[config.mk]
export PLATFORM = sky130hd
export DESIGN_NAME = mac_array_west_feeder
export DESIGN_NICKNAME = d
export VERILOG_FILES = /design/src/rtl/mac_array_west_feeder.sv
export SDC_FILE = /design/constraint.sdc
export NUM_CORES = 1
export LEC_CHECK = 0
export ABC_AREA = 0
export CAP_MARGIN = 10
export CORE_ASPECT_RATIO = 1.4
export CORE_MARGIN = 2
export CORE_UTILIZATION = 57
export DETAILED_ROUTE_END_ITERATION = 7
export PLACE_DENSITY = 0.84
export SETUP_SLACK_MARGIN = 0.2
export SLEW_MARGIN = 15
export SYNTH_ARGS = -nofsm -noshare
export SYNTH_HDL_FRONTEND = slang
export SYNTH_SLANG_ARGS = --single-unit
[constraint.sdc]
create_clock -name clk -period 3.5 [get_ports clk]
set_input_delay 0.7 -clock clk [delete_from_list [all_inputs] [get_ports clk]]
set_output_delay 0.7 -clock clk [all_outputs]
set_load 0.02 [all_outputs]
[src/rtl/mac_array_west_feeder.sv]
// West-edge transmitter for the mac_tile systolic array: accepts weight/activation vectors
// and issues them to every row with a one-cycle-per-row diagonal skew.
module mac_array_west_feeder #(
    parameter int bw  = 4,
    parameter int row = 8,
    parameter int col = 8
) (
    input  logic                clk,
    input  logic                reset,
    input  logic                start_load,
    input  logic                start_exec,
    input  logic [15:0]         exec_len,
    input  logic [row*bw-1:0]   in_data,
    input  logic                in_valid,
    output logic                in_ready,
    output logic [row*bw-1:0]   out_w,
    output logic [row*2-1:0]    inst_w,
    output logic                busy,
    output logic                done
);

    typedef enum logic [1:0] {
        IDLE  = 2'd0,
        LOAD  = 2'd1,
        EXEC  = 2'd2,
        DRAIN = 2'd3
    } state_t;

    // DRAIN ends once lane row-1 has shown the final slot; done is registered one cycle later.
    localparam logic [15:0] DRAIN_LAST = (row > 1) ? 16'(row - 2) : 16'd0;
    localparam logic [15:0] COL_CNT    = 16'(col);

    state_t             state_r;
    logic [15:0]        count_r;
    logic [15:0]        drain_cnt_r;
    logic               in_ready_r;
    logic               busy_r;
    logic               done_r;
    logic               accept_s;
    logic [row*bw-1:0]  slot_val_s;
    logic [1:0]         slot_inst_s;

    assign accept_s = in_valid & in_ready_r;
    assign in_ready = in_ready_r;
    assign busy     = busy_r;
    assign done     = done_r;

    // Slot entering the skew chains this cycle: accepted vector or a zero bubble.
    always_comb begin
        slot_val_s  = '0;
        slot_inst_s = 2'b00;
        if (accept_s) begin
            slot_val_s = in_data;
            case (state_r)
                LOAD:    slot_inst_s = 2'b01;
                EXEC:    slot_inst_s = 2'b10;
                default: slot_inst_s = 2'b00;
            endcase
        end else begin
            slot_val_s  = '0;
            slot_inst_s = 2'b00;
        end
    end

    // Command sequencing FSM with registered handshake and status outputs.
    always_ff @(posedge clk) begin
        if (!reset) begin
            state_r     <= IDLE;
            count_r     <= 16'd0;
            drain_cnt_r <= 16'd0;
            in_ready_r  <= 1'b0;
            busy_r      <= 1'b0;
            done_r      <= 1'b0;
        end else begin
            done_r <= 1'b0;
            case (state_r)
                IDLE: begin
                    if (done_r) begin
                        busy_r <= 1'b0;
                    end
                    if (start_load) begin
                        state_r    <= LOAD;
                        count_r    <= COL_CNT;
                        in_ready_r <= 1'b1;
                        busy_r     <= 1'b1;
                    end else if (start_exec) begin
                        busy_r <= 1'b1;
                        if (exec_len == 16'd0) begin
                            state_r     <= DRAIN;
                            drain_cnt_r <= 16'd0;
                        end else begin
                            state_r    <= EXEC;
                            count_r    <= exec_len;
                            in_ready_r <= 1'b1;
                        end
                    end
                end
                LOAD, EXEC: begin
                    if (accept_s) begin
                        count_r <= count_r - 16'd1;
                        if (count_r == 16'd1) begin
                            state_r     <= DRAIN;
                            in_ready_r  <= 1'b0;
                            drain_cnt_r <= 16'd0;
                        end
                    end
                end
                DRAIN: begin
                    if (drain_cnt_r == DRAIN_LAST) begin
                        done_r  <= 1'b1;
                        state_r <= IDLE;
                    end else begin
                        drain_cnt_r <= drain_cnt_r + 16'd1;
                    end
                end
                default: begin
                    state_r    <= IDLE;
                    in_ready_r <= 1'b0;
                end
            endcase
        end
    end

    genvar lane;
    generate
        for (lane = 0; lane < row; lane++) begin : g_lane
            logic [bw+1:0] chain_r [0:lane];

            // Lane delay line of depth lane+1; inst travels alongside its value.
            always_ff @(posedge clk) begin
                if (!reset) begin
                    for (int s = 0; s <= lane; s++) begin
                        chain_r[s] <= '0;
                    end
                end else begin
                    chain_r[0] <= {slot_inst_s, slot_val_s[lane*bw +: bw]};
                    for (int s = 1; s <= lane; s++) begin
                        chain_r[s] <= chain_r[s-1];
                    end
                end
            end

            assign out_w[lane*bw +: bw] = chain_r[lane][bw-1:0];
            assign inst_w[lane*2 +: 2]  = chain_r[lane][bw+1:bw];
        end
    endgenerate

endmodule
==> qor.yml <==
antenna_found_initial: 0
grt_overflow: 0
area_delta_synth_final_pct: 22.1
fp.dieW_um: 97.0
status: "finished clean"
drt_iter0_drc: 311
fin_nets: 798
initial_core_util_pct: 58.4
critPathKind: "in2reg"
via_count: 4917
stdcell_count: 896
synthCells: 673
yosysUniqueCellTypes: 47
max_freq_ghz: 0.349
antenna_left: 0
path_cells: "clkdlybuf4s50_1, nor4_1, a41oi_1, or4bb_1, or4_1, a21oi_1"
pre_cts_ws_ps: 296
place_hpwl_um: 8460
layout-drive-gt1-share_pct: 6.54
grt_use_total_pct: 20.1
cellLeakagePower_nw: 3.29
total_power_mw: 6.27
io_buffer_count: 103
cp.arrival_ps: 3220
drcViolationCount: 0
period_share_pct: 81.8
layout_commonest_cell: "dfxtp_1"
grt_pass1_vias: 4654
avgViaCountPerCell: 5.49
cts_tree: "yes"
path_max_fanout: 4
drv_cap: 0
dpl.cell_count: 864
yosys_warnings: 0
rows: 47
fin_worst_skew_ps: 7.30
cts_htree_levels: 4
dr.pass1.iters: 5
endpoint_kind: "flop"
synth_edf_count: 0
regToRegSetupSlack_ps: 890
cts_setup_buffers: 0
antenna_cells: 0
worst_slack_ps: 636
hold_viol_final: 0
relSlewSlack_pct: 39.5
cts_resized: 0
dieArea_um2: 13000
ioPinCount: 104
ys_seq_elements: 197
hp-class: "reg2reg"
final_core_util_pct: 71.4
synth_nets: 735
postSynthAreaPerCell_um2: 10.3
peakVddDrop_mv: 0.633
cts_buffers: 17
clkTransAtPathRegs_ps: 70
worst_pin_slew_ps: 907
worstSkewPairLatency_ps: 420
holdWs_ps: 430
grt_pass1_wl_um: 21400
fin_area_um2: 8440
maxSlewViolCount: 0
clock-root-buffer: "clkbuf_16"
ctsLongestPathBuffers: 2
setup_viol: 0
async_flop_share_pct: 0
gp_congestion: 0.864
finalWirelength_um: 13000
wl_per_cell_um: 14.5
die_y_um: 134
clock-sinks: 197
ys.flop_type: "dfxtp_1"
mostFrequentLayoutCells: "197 x dfxtp_1, 159 x and2_1, 102 x clkdlybuf4s50_1"
critPathSlowestCell: "nor4_1"
grt_max_degree: 124
finalCriticalPeriod_ps: 2860
p_per_area_nw_per_um2: 744
fin_setup_tns_ps: 0
ctsHoldBuffers: 0
post_dp_cell_area_um2: 7800
yosysSeqAreaShare_pct: 57.1
coreArea_um2: 11800
crit_path_max_incr_delay_ps: 610
syn-cell-area_um2: 6910
required_ps: 3850
start_kind: "input pin"
rsz0062_at_grt: "false"
## Yosys cell counts, types with 8 or more instances
cell type / instances / share of area [%]
a21oi_1: 36 / 2.6
clkbuf_1: 35 / 1.9
nor2_1: 13 / 0.71
dfxtp_1: 197 / 57
buf_4: 32 / 3.5
o31ai_1: 10 / 1.1
a32o_1: 11 / 1.6
ha_1: 9 / 1.6
and2_1: 159 / 14
inv_1: 15 / 0.82
nor3_1: 13 / 0.94
o21ai_0: 16 / 1.2
nor4_1: 8 / 0.72
nand4_1: 12 / 1.1
nand2_1: 25 / 1.4
## worst paths after layout
kind | startpoint | to | cells past startpoint
setup / recovery | exec_len[11] | drain_cnt_r[13]$_SDFFE_PN0P_ | 6
hold / removal | g_lane[7].chain_r[0][8]$_SDFF_PN0_ | g_lane[7].chain_r[0][14]$_SDFF_PN0_ | 1
setup reg to reg | drain_cnt_r[2]$_SDFFE_PN0P_ | drain_cnt_r[10]$_SDFFE_PN0P_ | 5
hold reg to reg | g_lane[7].chain_r[0][8]$_SDFF_PN0_ | g_lane[7].chain_r[0][14]$_SDFF_PN0_ | 1
## final cells by class
class	instances	area [um^2]
inverters	15	56.3
clock buffers	17	425
clock inverters	15	208
multi-input cells	391	2510
flip-flops and latches	197	3940
repair buffers	114	1110
fillers	801	3380
well taps	147	184
## per-layer routing
layer | vias up | track usage (%) | routed length, um
met5 | - | 0 | 0
met4 | 0 | 8.14 | 248
met3 | 30 | 4.74 | 785
met2 | 203 | 37.1 | 6870
met1 | 2290 | 22.1 | 5110
li1 | 2394 | - | -
## sequential cells by signal (all words and copies together), names as in the netlist
name            flops
done                1
count_r            16
state_r             2
busy                1
drain_cnt_r        16
g_lane.chain_r    160
in_ready            1
## critical path: cells and delay by family
kind / cells / cell delay, ps
and+or+nand+nor: 3 / 1600
AOI/OAI and AO/OA: 2 / 470
buffers and inverters: 1 / 440
## report_power, final
part / switching (mW) / internal (mW)
clock network: 0.915 / 1.10
registers: 0.120 / 2.39
logic: 1.07 / 0.668
## cells by family (layout without fill, tap and decap cells)
| kind of cell | Yosys count | in the layout | synth area share [%] |
|---|---|---|---|
| flops | 197 | 197 | 57.1 |
| simple gates | 274 | 274 | 24.1 |
| xor+xnor | 1 | 1 | 0.127 |
| fa+ha+maj | 9 | 9 | 1.63 |
| compound gates | 107 | 107 | 10.4 |
| buf+inv | 85 | 161 | 6.59 |
(Power assumes the default switching activity.)
